[config.mk]
export PLATFORM = sky130hd
export DESIGN_NAME = ddrphy_bclk_train_ctrl
export DESIGN_NICKNAME = d
export VERILOG_FILES = /design/src/rtl/ddrphy_bclk_train_ctrl.sv
export SDC_FILE = /design/constraint.sdc
export NUM_CORES = 1
export LEC_CHECK = 0
export BUFFER_PORTS_ARGS = -buffer_cell sky130_fd_sc_hd__buf_4
export CAP_MARGIN = 20
export CORE_MARGIN = 2
export CORE_UTILIZATION = 61
export CTS_BUF_LIST = sky130_fd_sc_hd__clkbuf_8
export CTS_CLUSTER_DIAMETER = 120
export DETAILED_ROUTE_END_ITERATION = 10
export PLACE_DENSITY = 0.81
export SETUP_SLACK_MARGIN = 0.5
export SYNTH_ARGS = -nofsm -noshare
export SYNTH_HDL_FRONTEND = slang
export SYNTH_SLANG_ARGS = --single-unit
[constraint.sdc]
create_clock -name FAB_CLK -period 3.24 [get_ports FAB_CLK]
set_input_delay 0 -clock FAB_CLK [delete_from_list [all_inputs] [get_ports FAB_CLK]]
set_output_delay 0 -clock FAB_CLK [all_outputs]
set_load 0.03 [all_outputs]
[src/rtl/ddrphy_bclk_train_ctrl.sv]
// BCLK training controller for the DDR4 PHY IOD lanes.
// Each lane in turn: sweep the RX delay line one tap at a time and classify
// every tap as stable or unstable. The stable word seen first is the
// reference. The first tap that no longer shows the reference opens the
// transition region (E1). The first stable tap after that with a different
// word closes it (E2). The lane is then reloaded and stepped forward to the
// middle of [E1, E2].
module ddrphy_bclk_train_ctrl #(
  parameter int NUM_LANES     = 2,
  parameter int RX_WIDTH      = 8,
  parameter int MAX_TAPS      = 128,
  parameter int SETTLE_CYCLES = 8,
  parameter int SAMPLES       = 16,
  localparam int TAP_W        = $clog2(MAX_TAPS)
) (
  input  logic                          FAB_CLK,
  input  logic                          RESET_N,
  input  logic                          TRAIN_START,
  output logic                          TRAIN_BUSY,
  output logic                          TRAIN_DONE,
  output logic [NUM_LANES-1:0]          LANE_PASS,
  output logic [NUM_LANES*TAP_W-1:0]    LANE_TAP,
  input  logic [NUM_LANES*RX_WIDTH-1:0] RX_DATA,
  input  logic [NUM_LANES-1:0]          EYE_MONITOR_EARLY,
  input  logic [NUM_LANES-1:0]          EYE_MONITOR_LATE,
  input  logic [NUM_LANES-1:0]          DELAY_LINE_OUT_OF_RANGE,
  output logic [NUM_LANES-1:0]          DELAY_LINE_MOVE,
  output logic [NUM_LANES-1:0]          DELAY_LINE_DIRECTION,
  output logic [NUM_LANES-1:0]          DELAY_LINE_LOAD,
  output logic [NUM_LANES-1:0]          EYE_MONITOR_CLEAR_FLAGS
);

  localparam int LANE_W = (NUM_LANES > 1) ? $clog2(NUM_LANES) : 1;
  localparam int SC_W   = $clog2(SETTLE_CYCLES + 1);
  localparam int SM_W   = $clog2(SAMPLES);

  localparam logic [LANE_W-1:0] LANE_LAST   = LANE_W'(NUM_LANES - 1);
  localparam logic [TAP_W-1:0]  TAP_LAST    = TAP_W'(MAX_TAPS - 1);
  localparam logic [SC_W-1:0]   SETTLE_LAST = SC_W'(SETTLE_CYCLES - 1);
  localparam logic [SM_W-1:0]   SMP_LAST    = SM_W'(SAMPLES - 1);

  typedef enum logic [3:0] {
    S_IDLE, S_LOAD, S_CLEAR, S_SETTLE, S_SAMPLE, S_EVAL,
    S_STEP, S_RELOAD, S_MOVE_TO, S_NEXT_LANE, S_DONE
  } state_t;

  state_t              state, state_nxt;
  logic [LANE_W-1:0]   lane;
  logic [TAP_W-1:0]    tap;
  logic [SC_W-1:0]     settle_cnt;
  logic [SM_W-1:0]     smp_cnt;
  logic [RX_WIDTH-1:0] w0;
  logic                mismatch;
  logic                flag_seen;
  logic                r_valid;
  logic [RX_WIDTH-1:0] r_word;
  logic                e1_valid;
  logic [TAP_W-1:0]    e1_tap;
  logic [TAP_W-1:0]    target;
  logic                fail;
  logic [TAP_W-1:0]    mv_cnt;
  logic [SC_W-1:0]     mv_wait;
  logic [NUM_LANES-1:0] pass_q;
  logic [TAP_W-1:0]    tap_arr [NUM_LANES];

  logic [RX_WIDTH-1:0] rx_arr [NUM_LANES];
  logic [RX_WIDTH-1:0] rx_act;
  logic                oor_act;
  logic                flag_act;
  logic                tap_stable;
  logic                e2_hit;
  logic                mv_pulse;
  logic                ld_pulse;
  logic                clr_pulse;
  logic                fail_set;
  logic [NUM_LANES-1:0] lane_sel;

  // Midpoint of the transition region, floor, computed one bit wider
  function automatic logic [TAP_W-1:0] midpoint(input logic [TAP_W-1:0] e1,
                                                input logic [TAP_W-1:0] e2);
    logic [TAP_W:0] diff;
    logic [TAP_W:0] sum;
    diff = {1'b0, e2} - {1'b0, e1};
    sum  = {1'b0, e1} + (diff >> 1);
    return sum[TAP_W-1:0];
  endfunction

  for (genvar g = 0; g < NUM_LANES; g++) begin : g_lane
    assign rx_arr[g]                  = RX_DATA[g*RX_WIDTH +: RX_WIDTH];
    assign LANE_TAP[g*TAP_W +: TAP_W] = tap_arr[g];
  end

  assign rx_act     = rx_arr[lane];
  assign oor_act    = DELAY_LINE_OUT_OF_RANGE[lane];
  assign flag_act   = EYE_MONITOR_EARLY[lane] | EYE_MONITOR_LATE[lane];
  assign tap_stable = !mismatch && !flag_seen;
  assign e2_hit     = r_valid && e1_valid && tap_stable && (w0 != r_word);
  assign lane_sel   = NUM_LANES'(1) << lane;

  assign TRAIN_BUSY              = (state != S_IDLE) && (state != S_DONE);
  assign TRAIN_DONE              = (state == S_DONE);
  assign LANE_PASS               = pass_q;
  assign DELAY_LINE_MOVE         = mv_pulse  ? lane_sel : '0;
  assign DELAY_LINE_LOAD         = ld_pulse  ? lane_sel : '0;
  assign EYE_MONITOR_CLEAR_FLAGS = clr_pulse ? lane_sel : '0;
  assign DELAY_LINE_DIRECTION    = TRAIN_BUSY ? lane_sel : '0;

  // Next-state and pulse decode; out-of-range aborts the lane from any sweep state
  always_comb begin
    state_nxt = state;
    mv_pulse  = 1'b0;
    ld_pulse  = 1'b0;
    clr_pulse = 1'b0;
    fail_set  = 1'b0;
    case (state)
      S_IDLE: if (TRAIN_START) state_nxt = S_LOAD;
      S_LOAD: begin
        ld_pulse = 1'b1;
        if (oor_act) begin fail_set = 1'b1; state_nxt = S_RELOAD; end
        else state_nxt = S_CLEAR;
      end
      S_CLEAR: begin
        clr_pulse = 1'b1;
        if (oor_act) begin fail_set = 1'b1; state_nxt = S_RELOAD; end
        else state_nxt = S_SETTLE;
      end
      S_SETTLE: begin
        if (oor_act) begin fail_set = 1'b1; state_nxt = S_RELOAD; end
        else if (settle_cnt == SETTLE_LAST) state_nxt = S_SAMPLE;
      end
      S_SAMPLE: begin
        if (oor_act) begin fail_set = 1'b1; state_nxt = S_RELOAD; end
        else if (smp_cnt == SMP_LAST) state_nxt = S_EVAL;
      end
      S_EVAL: begin
        if (oor_act) begin fail_set = 1'b1; state_nxt = S_RELOAD; end
        else if (e2_hit) state_nxt = S_RELOAD;
        else if (tap == TAP_LAST) begin fail_set = 1'b1; state_nxt = S_RELOAD; end
        else state_nxt = S_STEP;
      end
      S_STEP: begin
        if (oor_act) begin fail_set = 1'b1; state_nxt = S_RELOAD; end
        else begin mv_pulse = 1'b1; state_nxt = S_CLEAR; end
      end
      S_RELOAD: begin
        ld_pulse = 1'b1;
        if (fail || oor_act) begin fail_set = 1'b1; state_nxt = S_NEXT_LANE; end
        else state_nxt = S_MOVE_TO;
      end
      S_MOVE_TO: begin
        if (oor_act) begin fail_set = 1'b1; state_nxt = S_RELOAD; end
        else if (mv_cnt == target) state_nxt = S_NEXT_LANE;
        else if (mv_wait == '0) mv_pulse = 1'b1;
      end
      S_NEXT_LANE: state_nxt = (lane == LANE_LAST) ? S_DONE : S_LOAD;
      S_DONE:      state_nxt = S_IDLE;
      default:     state_nxt = S_IDLE;
    endcase
  end

  // State register, sweep bookkeeping, edge search and per-lane results
  always_ff @(posedge FAB_CLK) begin
    if (!RESET_N) begin
      state      <= S_IDLE;
      lane       <= '0;
      fail       <= 1'b0;
      r_valid    <= 1'b0;
      e1_valid   <= 1'b0;
      settle_cnt <= '0;
      smp_cnt    <= '0;
      mv_cnt     <= '0;
      mv_wait    <= '0;
      pass_q     <= '0;
      for (int i = 0; i < NUM_LANES; i++) tap_arr[i] <= '0;
    end else begin
      state <= state_nxt;
      case (state)
        S_IDLE: begin
          if (TRAIN_START) begin
            pass_q <= '0;
            lane   <= '0;
            for (int i = 0; i < NUM_LANES; i++) tap_arr[i] <= '0;
          end
        end
        S_LOAD: begin
          tap      <= '0;
          r_valid  <= 1'b0;
          e1_valid <= 1'b0;
          fail     <= 1'b0;
        end
        S_CLEAR: settle_cnt <= '0;
        S_SETTLE: begin
          settle_cnt <= settle_cnt + SC_W'(1);
          smp_cnt    <= '0;
        end
        S_SAMPLE: begin
          smp_cnt <= smp_cnt + SM_W'(1);
          if (smp_cnt == '0) begin
            w0        <= rx_act;
            mismatch  <= 1'b0;
            flag_seen <= flag_act;
          end else begin
            if (rx_act != w0) mismatch <= 1'b1;
            if (flag_act) flag_seen <= 1'b1;
          end
        end
        S_EVAL: begin
          if (!r_valid) begin
            if (tap_stable) begin
              r_valid <= 1'b1;
              r_word  <= w0;
            end
          end else if (!e1_valid) begin
            if (!(tap_stable && (w0 == r_word))) begin
              e1_valid <= 1'b1;
              e1_tap   <= tap;
            end
          end else if (e2_hit) begin
            target <= midpoint(e1_tap, tap);
          end
        end
        S_STEP: tap <= tap + TAP_W'(1);
        S_RELOAD: begin
          mv_cnt  <= '0;
          mv_wait <= '0;
        end
        S_MOVE_TO: begin
          if (mv_pulse) begin
            mv_cnt  <= mv_cnt + TAP_W'(1);
            mv_wait <= SETTLE_LAST;
          end else if (mv_wait != '0) begin
            mv_wait <= mv_wait - SC_W'(1);
          end
        end
        S_NEXT_LANE: begin
          pass_q[lane]  <= !fail;
          tap_arr[lane] <= fail ? '0 : target;
          if (lane != LANE_LAST) lane <= lane + LANE_W'(1);
        end
        default: ;
      endcase
      if (fail_set) fail <= 1'b1;
    end
  end

endmodule

==> flow_results.org, run 1 <==
** Routing
- Wirelength, routed :: 10000 um
- Once detail routing completed, the nets flagged for antenna violations numbered 0.
- Count of unresolved DRC violations after routing :: 0
- Drt initial violations :: 196
- Dividing the detail-routed wire length by the instance count gives 15.8 um.
- Number of detailed-route iterations in the first pass :: 4
- In the routed layout, each cell is associated on average with a via count of 5.85.
- Total number of vias :: 3713

** Synthesis
- Avg Cell Area, Syn :: roughly 10 um2
- Number of enable-type register cells in the synthesized netlist :: 53
- Number of cells produced by synthesis :: around 450
- For this run, the leading register cell type out of synthesis is edfxtp_1.
- Synth Register Bits :: 82
- YS warnings :: 0
- Sequential cell area fraction in the yosys report :: 0.475
- After synthesis the cells add up to approximately 4600 um2.
- The number of nets in the synthesized netlist is 498.
- Of all flip-flops after synthesis, the portion carrying an async set or reset was 0.
- Synthesis instantiated 55 different standard cells from the library.

** Cells and area
- Layout cells sized above 1 :: 0.194
- The repair_antennas step left the layout with diodes totalling 0.
- Relative to the synthesized area, the layout overhead comes to 20.5%.
- In the layout the commonest cells are 64 x buf_4, 53 x edfxtp_1, 32 x nor2_1.
- Fill cells in the final layout number 517.
- Leading cell type in the layout, fill and taps excluded :: buf_4
- Net count of the finished layout :: 578

** GRT
- Entering global routing, the biggest net connects 24 pins.
- Vias in the first global route :: roughly 3700
- Global route hottest layer :: met2
- First-pass GRT wire length :: 17200 um
- Met1 track utilization from global routing :: 0.333
- Global Route Usage Sum :: 0.259
- Summed over all layers, the global routing overflow is 0.
- M3 GR Usage :: 0.0442
- The number of antenna violations at the first check in global routing came to 0.
- Global-route track usage on met2 :: 0.445

** Clock tree
- Clock tree synthesis selected as its root buffer the cell clkbuf_8.
- CTS H-Tree Depth :: 3
- Worst-skew pair later-pin latency :: between 0.3 and 0.4 ns
- Clock tree synthesis found a total of 82 sinks.
- TritonCTS built the clock tree.
- The number of clock buffers added by TritonCTS is 9.
- Maximum buffer depth of the clock tree :: 2
- Clock-pin slew was measured on the worst setup and hold paths at 0.09 ns.

** Worst setup path
- STA puts the critical path data arrival time at 2.90 ns.
- Internal reg-to-reg setup slack :: 0.45 ns
- Of all nets on the critical path, the largest fanout is 5.
- Counting cells, the worst reg-to-reg path comes to 10.
- By startpoint and endpoint, the worst setup path is classified as flip-flop to flip-flop.
- In this run the critical register-to-register path is captured at target[6]$_DFFE_PP_.
- Crit path launch type :: flip-flop
- The worst setup path is captured at a flip-flop.
- Startpoint of the most critical register-to-register path :: tap[2]$_SDFFCE_PP0P_
- WP data required :: 3.35 ns

** STA
- Fraction of the cycle the final worst path needs :: 0.862
- Once routing completed, OpenROAD measured the worst setup slack at roughly 0.45 ns.
- Clock Skews :: approximately 0.015 ns
- Setup violations remaining at the end of the flow were counted as 0.
- Final hold viol count :: 0
- For the pin with the worst max-slew slack, the measured transition is between 0.7 and 0.8 ns.
- Setup repair after global routing missed its margin :: true
- The routed design could run at a clock period as short as 2.79 ns.
- Summed over all failing endpoints, the final setup total negative slack is 0 ns.
- Measured against its own limit, the worst slew margin works out to 0.499.
- Max Clock Freq :: 0.358 GHz
- The number of max-slew violations in the final report is 0.

** Floorplan
- For this design the top-level I/O count stands at 51.
- For this configuration, the core starts out at a cell density of 0.630.
- The floorplan step set the die width to 90.6 um.
- Die height :: between 90 and 100 um
- The die covers 8200 um2.
- Placement Rows :: 31
- The core region is 7250 um2.

** Run status
- Status :: finished, final reports clean

** Hold path
- Path category of the worst min-delay check :: primary input to flip-flop
- Counting instances, the worst hold path has a depth of 4.
- For hold timing, the worst endpoint is lane$_SDFFE_PN0P_.
- Start point of the worst hold path :: TRAIN_START

** Power
- P_leak :: 2.13 nW
- The worst-case IR drop observed on VDD is 429 uV.
- PD cells :: 582 nW/um2

** Placed design
- Before CTS, the worst setup slack after placement is about 0.27 ns.
- Buffers placed on the I/O ports in this run total 50.
- Routability-driven placement finished with a final weighted congestion of 0.816.
- The wire-length estimate of the detail-placed layout is just under 7000 um.

** Job
- Reported max-cap violation count :: 0
==> state kept, by name, summed over array words and instances, names as in the netlist, 2 cells and up <==
| register | count |
|---|---|
| tap_arr | 14 |
| r_word | 8 |
| w0 | 8 |
| e1_tap | 7 |
| mv_cnt | 7 |
| tap | 7 |
| target | 7 |
| mv_wait | 4 |
| settle_cnt | 4 |
| smp_cnt | 4 |
| state | 4 |
| LANE_PASS | 2 |
==> cells in the mapped netlist, types with 2 or more instances <==
cell type | count | share of area
a21boi_0 | 3 | 0.0049
a21o_1 | 8 | 0.013
a21oi_1 | 31 | 0.034
a22oi_1 | 3 | 0.0049
a31o_2 | 3 | 0.0057
a31oi_1 | 9 | 0.012
and2_1 | 17 | 0.023
and3_1 | 10 | 0.014
buf_2 | 2 | 0.0022
clkbuf_1 | 10 | 0.0082
dfxtp_1 | 29 | 0.13
edfxtp_1 | 53 | 0.35
fa_1 | 2 | 0.0088
ha_1 | 20 | 0.055
inv_1 | 20 | 0.016
mux2_2 | 9 | 0.022
mux2i_1 | 2 | 0.0044
nand2_1 | 28 | 0.023
nand2b_1 | 9 | 0.012
nand3_1 | 23 | 0.025
nand3b_1 | 3 | 0.0049
nand4_1 | 7 | 0.0096
nor2_1 | 32 | 0.026
nor2b_1 | 5 | 0.0068
nor3_1 | 10 | 0.011
o211ai_1 | 3 | 0.0049
o21a_1 | 4 | 0.0066
o21ai_0 | 15 | 0.016
o21bai_1 | 3 | 0.0049
o22ai_1 | 3 | 0.0041
o31ai_1 | 7 | 0.011
o41ai_1 | 2 | 0.0038
or3_1 | 5 | 0.0068
or4_1 | 4 | 0.0066
xnor2_1 | 30 | 0.057
xor2_1 | 8 | 0.015
==> where the power goes <==
part	total (mW)	switching [mW]	internal, mW
clock network	0.682	0.398	0.283
registers	1.37	0.116	1.25
logic	1.16	0.687	0.474
total	3.21	1.20	2.01
==> per-layer routing <==
metal / vias up / wire length (um)
li1: 1810 / -
met1: 1794 / 4470
met2: 98 / 5040
met3: 11 / 407
met4: 0 / 128
met5: - / 0
==> stage by stage <==
stage	power, mW	util	hold WS (ns)	instances	instance area (um2)
detailed placement	2.47	0.700	0.340	595	5070
finish	3.21	0.760	0.0798	635	5510
global placement	2.43	0.700	0.333	595	5070
CTS	3.19	0.756	0.0724	633	5490
floorplan	2.16	-	0.201	451	4570
global route	3.39	0.760	0.101	635	5510
==> timing repair <==
item / CTS / global route
setup buffers: 3 / 2
pin swaps: 3 / 1
resized for setup: 5 / 2
hold endpoints to repair: 14 / 0
setup endpoints to repair: 1 / 2
hold buffers: 19 / 0
==> logic make-up (layout without fill, tap and decap cells) <==
kind of cell	Yosys count	after routing	synth area share
AND/OR/NAND/NOR	162	162	0.188
adder cells (fa/ha/maj)	23	23	0.0657
XOR/XNOR	38	38	0.0728
multiplexers	11	11	0.0266
AO/OA/AOI/OAI	101	101	0.141
buffers and inverters	34	119	0.0301
flip-flops	82	82	0.475
==> critical path, cell delays in order, from the launching register on <==
cell	delay, ns
edfxtp_1	0.47
ha_1	0.39
a21o_1	0.20
a31o_2	0.23
xor2_1	0.15
ha_1	0.34
a21o_1	0.22
a21oi_2	0.19
nand4b_1	0.13
nand3_1	0.09
xnor2_1	0.13
==> worst max path at each step <==
stage / startpoint / cells past startpoint / end / slack, ns
after floorplan: tap[0]$_SDFFCE_PP0P_ / 13 / target[6]$_DFFE_PP_ / 0.52
after global placement: tap[0]$_SDFFCE_PP0P_ / 13 / target[6]$_DFFE_PP_ / 0.42
after detailed placement: tap[0]$_SDFFCE_PP0P_ / 13 / target[6]$_DFFE_PP_ / 0.27
after CTS: tap[0]$_SDFFCE_PP0P_ / 13 / target[6]$_DFFE_PP_ / 0.50
after global routing: tap[0]$_SDFFCE_PP0P_ / 13 / target[6]$_DFFE_PP_ / 0.32
final: tap[2]$_SDFFCE_PP0P_ / 10 / target[6]$_DFFE_PP_ / 0.45
==> final cells by class <==
cell class,count,area [um2],share of cell area
Tap cell,99,124,0.0225
Timing Repair Buffer,83,671,0.122
Clock inverter,7,52.6,0.00954
Multi-Input combinational cell,335,2290,0.416
Clock buffer,9,124,0.0225
Sequential cell,82,2170,0.394
Inverter,20,75.1,0.0136
Power figures use the tool's default switching activity.
==> run 2, diff against run 1 <==
==> constraint.sdc (replaced) <==
create_clock -name FAB_CLK -period 3.24 [get_ports FAB_CLK]
set_input_delay 0.486 -clock FAB_CLK [delete_from_list [all_inputs] [get_ports FAB_CLK]]
set_output_delay 0.486 -clock FAB_CLK [all_outputs]
set_load 0.03 [all_outputs]
==> flow_results.org, run 2 (synthesis results as in run 1) <==
** Clock tree
- The number of buffers created by CTS is 9 (unchanged).
- TritonCTS sink count :: 82 (unchanged)
- Root cell of the clock tree :: clkbuf_8
- CTS H-Tree Depth :: 3 (unchanged)
- TritonCTS built the clock tree.
- The clock slew at the register clock pins of the worst setup and hold paths came to 0.09 ns (about the same).
- Worst-skew pair later-pin latency :: 0.35 ns (about the same)
- Maximum buffer depth of the clock tree :: 2 (unchanged)
- The count of hold-fix buffers inserted at cts was 0 (-19).

** Worst setup path
- The setup path with the least slack is of type flip-flop to flip-flop.
- Cell family with the largest share of critical-path delay :: adder cells
- STA classifies the critical path startpoint as a flip-flop.
- Critical path's largest stage delay :: 0.45 ns (-0.02 ns)
- The data arrival time of the critical path is 2.86 ns (-0.04 ns).
- Biggest fanout along the worst timing path :: 5 (unchanged)
- Critical Path, Cell by Cell :: nand2b_4, fa_2, a21o_1, a21oi_2, buf_4, xnor2_1, ha_1, a21oi_2, nand4b_1, nand3_1, xnor2_1
- WP data required :: 3.34 ns (about the same)
- CP Buf/Inv Count :: 1 (+1)
- Crit-path slowest cell :: edfxtp_1
- Nature of the critical path endpoint :: flip-flop

** Power
- The worst voltage drop across the vdd grid is 356 uV (-17%).
- P_leak :: 2.09 nW (-1.6%)
- PD cells :: 633 nW/um2 (+8.6%)
- Overall power consumption :: 3.42 mW (+6.7%)

** Cells and area
- The largest registers in the layout are tap_arr x14, r_word x8, w0 x8.
- The antenna cell count came to 0 (unchanged).
- Most flop-heavy register :: tap_arr
- The library cell used most frequently in the layout, excluding fill and tap cells, is buf_4.
- The number of nets in the finished design came to 561 (-2.9%).
- Area grow syn2layout :: 18.3%
- Filler Cell Count :: 505 (-2.3%)
- Layout cells sized above 1 :: 0.202 (+0.00828)
- Number of flip-flops under the largest register name :: 14 (unchanged)
- Most frequent cells in the layout :: 66 x buf_4, 53 x edfxtp_1, 32 x nor2_1

** STA
- The relative slew slack was 0.548 (+0.0483).
- Fraction of the cycle the final worst path needs :: 0.851 (-0.0109)
- The count of final setup violators came to 0 (unchanged).
- Final worst slack :: 0.483 ns (+0.0352 ns)
- The transition time at the pin with the least slew margin came to 0.677 ns (-0.0710 ns).
- The top achievable clock speed came to 0.363 GHz (+1.3%).
- Final hold viol count :: 0 (unchanged)
- Clock period minus worst slack :: 2.76 ns (-0.0352 ns)
- Final max-slew violation count :: 0 (unchanged)
- Clock Skews :: 0.0105 ns (-0.00486 ns)
- The post-route setup TNS came to 0 ns (unchanged).
- Setup repair after global routing missed its margin :: true

** Floorplan
- The area of the die is 8200 um2 (unchanged).
- Area of the placeable core :: 7250 um2 (unchanged)
- The die width was 90.6 um (unchanged).
- The starting density of the core came to 0.630 (unchanged).
- The row count came to 31 (unchanged).
- Die height :: 90.6 um (unchanged)
- Boundary Pins :: 51 (unchanged)

** Routing
- The count of nets left with antenna violations after detail routing came to 0 (unchanged).
- Number of detailed-route iterations in the first pass :: 5 (+1)
- Wirelength, routed :: 9680 um (-3.7%)
- Routed length per placed instance :: 15.7 um (-1.0%)
- The residual DRC count is 0 (unchanged).
- Via-per-instance ratio :: 5.95 (+1.8%)
- The via count came to 3680 (-0.89%).
- Drt initial violations :: 289 (+47%)

** Run status
- Status :: finished, final reports clean

** GRT
- First-pass GRT wire length :: 16500 um (-4.1%)
- Initial antenna violation count :: 0 (unchanged)
- The via count of the first global-routing pass is 3531 (-5.5%).
- Global Route Usage Sum :: 0.246 (-0.0132)
- The pin count of the biggest net entering global routing was 21 (-13%).
- The aggregate global routing overflow came to 0 (unchanged).

** Placed design
- The number of I/O port buffers was 50 (unchanged).
- Dpl hpwl :: 6840 um (-1.3%)
- The weighted congestion reported at the end of routability-driven placement came to 0.835 (+2.3%).
- The post-placement worst setup slack was 0.275 ns (+0.000573 ns).

** Hold path
- In this run the worst hold path is classified as primary input to flip-flop.

** Job
- Reported max-cap violation count :: 0 (unchanged)
run 2: cell types whose count changed in the layout (fill, tap and decap cells not counted), moves of 2 or more:
cell           before  now
dlygate4sd3_1      19    0
bufinv_16           0    3
buf_4              64   66
clkinvlp_4          3    1
run 2: tightest hold or removal path: stages:
cell	delay, ns
buf_4	0.08
o31ai_1	0.07
nand3_1	0.08
run 2: repair_timing:
item / 4_1_cts / 5_1_grt
gates resized for setup: 4 / 3
pin swaps: 3 / 1
endpoints found under the setup margin: 1 / 1
buffers inserted: 3 / 1
run 2: area by class of cell:
cell class              count  area [um2]  share of cell area
clock buffers               9         124              0.0229
well taps                  99         124              0.0229
inverters                  20        75.1              0.0139
repair buffers             66         495              0.0916
clock inverters             7         118              0.0217
flip-flops and latches     82        2170               0.402
multi-input cells         335        2300               0.425
run 2: power breakdown:
part           total [mW]  internal [mW]  switching (mW)
Combinational        1.16          0.472           0.690
Sequential           1.36           1.25           0.113
Clock               0.898          0.513           0.384
run 2: through the flow:
step | utilization | cell area, um2 | cells | hold slack, ns
after detailed placement | 0.703 | 5100 | 598 | 0.456
after global placement | 0.703 | 5100 | 598 | 0.455
after floorplan | - | 4570 | 451 | 0.432
final | 0.746 | 5410 | 618 | 0.459
after CTS | 0.742 | 5380 | 617 | 0.453
after global routing | 0.746 | 5410 | 618 | 0.457
run 2: path summary, 6_finish.rpt:
path / startpoint / to / slack (ns) / depth (start not counted)
max: tap[0]$_SDFFCE_PP0P_ / target[6]$_DFFE_PP_ / 0.48 / 11
min: EYE_MONITOR_LATE[1] / flag_seen$_SDFFCE_PP1P_ / 0.46 / 3
max reg2reg: tap[0]$_SDFFCE_PP0P_ / target[6]$_DFFE_PP_ / 0.48 / 11
min reg2reg: e1_valid$_SDFFE_PN0P_ / e1_valid$_SDFFE_PN0P_ / 0.47 / 2
run 2: routing by layer:
metal,vias up,wire length [um],global-route usage
met5,-,0,0
met4,0,68,0.0526
met3,11,576,0.0459
met2,135,4920,0.422
met1,1759,4120,0.325
li1,1775,-,-
==> run 3, diff against run 2 <==
Settings changed: CORE_MARGIN 2 to not set, CORE_UTILIZATION 61 to 59, CTS_BUF_LIST sky130_fd_sc_hd__clkbuf_8 to not set, PLACE_DENSITY 0.81 to 0.89.
==> flow_results.org, run 3 (synthesis results as in run 1) <==
** Floorplan
- Die height :: 90.0 um (-0.60%)
- Placement Rows :: 31 (unchanged)
- Boundary Pins :: 51 (unchanged)
- DIE WIDTH :: 90.0 um (-0.60%)
- The placeable core region was 7370 um2 (+1.6%).
- Effective utilization at floorplan :: 0.620 (-0.00995)
- The area of the die was 8100 um2 (-1.2%).

** Worst setup path
- The worst setup path is captured at a flip-flop.
- Crit path arrival time :: 3.02 ns (+0.16 ns)
- Kind of critical path :: flip-flop to flip-flop
- WP data required :: 3.35 ns (about the same)
- Crit path launch type :: flip-flop
- The maximum fanout encountered on the critical timing path is 4 (-1).

** Placed design
- The number of I/O port buffers was 50 (unchanged).
- The HPWL reported at the end of detailed placement was 7010 um (+2.4%).
- The cell count after placement is 595 (-0.50%).
- Dpl cell area :: 5070 um2 (-0.44%)
- The weighted congestion reported at the end of routability-driven placement came to 0.827 (-0.91%).
- The post-placement worst setup slack came to 0.226 ns (-0.0491 ns).

** Cells and area
- From synthesis to final layout, the design area changed by 17.4%.
- The number of flip-flops under the largest register name was 14 (unchanged).
- The area of the multi-input gates is 2280 um2 (-0.76%).
- The number of nets in the finished design came to 563 (+0.36%).
- The register with the most flip-flops in the final layout is tap_arr.
- The share of layout cells above drive strength 1 is 0.203 (+0.00114).
- Leaving out fill and tap cells, the most frequent cell in the layout is buf_4.
- The cell area after layout was 5370 um2 (-0.79%).
- Most frequent cells in the layout :: 68 x buf_4, 53 x edfxtp_1, 32 x nor2_1
- Share of the core filled with cells :: 0.728 (-0.0175)
- Registers with the most flip-flops :: tap_arr x14, r_word x8, w0 x8
- Final cell count without fillers :: 620 (+0.32%)
- The sequential standard cell area was 2170 um2 (about the same).
- Number of diodes :: 0 (unchanged)
- The fill cell instance count of the final layout came to 521 (+3.2%).

** STA
- The number of failing hold endpoints at the final stage came to 0 (unchanged).
- The post-route setup TNS was 0 ns (unchanged).
- Max-slew headroom at the worst pin :: 0.546 (-0.00202)
- Fraction of the cycle the final worst path needs :: 0.899 (+0.0483)
- Final max-slew violation count :: 0 (unchanged)
- Setup repair after global routing could not meet its margin everywhere.
- The maximum clock skew at final layout is 0.00666 ns (-0.00383 ns).
- Final worst slack :: 0.327 ns (-0.157 ns)
- Final hold slack :: 0.456 ns (-0.00247 ns)
- Clock period minus worst slack :: 2.91 ns (+0.157 ns)
- Slew at the pin closest to its max-slew limit :: 0.679 ns (+0.00230 ns)
- The count of final setup violators is 0 (unchanged).
- Max Clock Freq :: 0.343 GHz (-5.4%)

** Run status
- The flow ran to the end, and the final reports show no timing, DRC or antenna violations.

** Clock tree
- The maximum count of clock buffers along a single path came to 2 (unchanged).
- Clock-pin slew reported for the worst setup and hold paths after clock tree synthesis :: 0.08 ns (about the same)
- Total CTS buffers :: 9 (unchanged)
- TritonCTS sink count :: 82 (unchanged)
- Number of buffers added to fix hold violations after cts :: 0 (unchanged)
- The insertion delay to the later sink of the worst-skew pair came to 0.36 ns (about the same).
- The H-tree level count was 3 (unchanged).
- TritonCTS built the clock tree.
- Root cell of the clock tree :: clkbuf_8

** Routing
- The residual DRC count is 0 (unchanged).
- The via density per instance came to 6.04 (+1.5%).
- The overall routed net length came to 10100 um (+4.1%).
- The count of nets left with antenna violations after detail routing came to 0 (unchanged).
- Drt initial violations :: 349 (+21%)
- Routed length per placed instance :: 16.2 um (+3.7%)
- Total number of vias :: 3747 (+1.8%)
- The detailed-router iteration count before antenna repair was 5 (unchanged).

** Job
- Reported max-cap violation count :: 0 (unchanged)

** Power
- P_leak :: 2.08 nW (-0.71%)
- The ratio of total power to cell area is 610 nW/um2 (-3.6%).
- Overall power consumption :: 3.27 mW (-4.4%)
- Peak VDD IR :: 318 uV (-11%)

** GRT
- The total routing usage reported by global routing was 0.248 (+0.00244).
- Maximum number of pins on one net before global-route repair :: 25 (+19%)
- The number of antenna violations at the first check in global routing was 0 (unchanged).
- First-pass GRT wire length :: 16200 um (-2.1%)
- Global route overflow :: 0 (unchanged)
- The via count of the first global-routing pass was 3579 (+1.4%).

** Hold path
- Path category of the worst min-delay check :: primary input to flip-flop
run 3: changes by cell type in the layout (fill, tap and decap cells not counted), sizes merged:
cell and delta:
bufinv -2, clkinv +2, buf +2
run 3: path summary, 6_finish.rpt:
check                           slack [ns]  cells after the start                    end             startpoint
worst max register to register        0.33                     13    target[6]$_DFFE_PP_   tap[0]$_SDFFCE_PP0P_
worst min-delay path                  0.46                      2        w0[1]$_DFFE_PP_             RX_DATA[1]
worst min register to register        0.47                      2  e1_valid$_SDFFE_PN0P_  e1_valid$_SDFFE_PN0P_
worst max-delay path                  0.33                     13    target[6]$_DFFE_PP_   tap[0]$_SDFFCE_PP0P_
run 3: per-layer routing:
metal	GRT usage	wire length [um]	up-vias
li1	-	-	1783
met1	0.274	3970	1770
met2	0.449	5140	164
met3	0.0558	673	30
met4	0.118	296	0
met5	0	0	-
run 3: timing repair:
action,4_1_cts,5_1_grt
resized for setup,5,1
setup buffers,6,3
endpoints found under the setup margin,3,1
pin swaps,5,7
run 3: worst max-delay path: stages (launching register included):
cell      delay, ns
edfxtp_1       0.45
nand2b_4       0.19
fa_2           0.37
a21o_1         0.19
a21oi_2        0.16
o21bai_1       0.13
a21oi_2        0.19
xnor2_1        0.13
ha_1           0.30
nand3b_1       0.13
o31ai_2        0.08
a21oi_1        0.12
nand3_1        0.10
xnor2_1        0.13
run 3: area by class of cell:
cell class                 count  area share
multi-input combinational    335       0.426
inverter                      20      0.0140
timing repair buffer          68      0.0951
clock buffer                   9      0.0231
tap                           99      0.0231
clock inverter                 7      0.0142
sequential                    82       0.405
run 3: report_power, final:
group          switching [mW]  leakage [nW]  internal, mW
clock network           0.384        0.0979         0.361
logic                   0.688          1.24         0.464
registers               0.125         0.738          1.25
total                    1.20          2.08          2.08
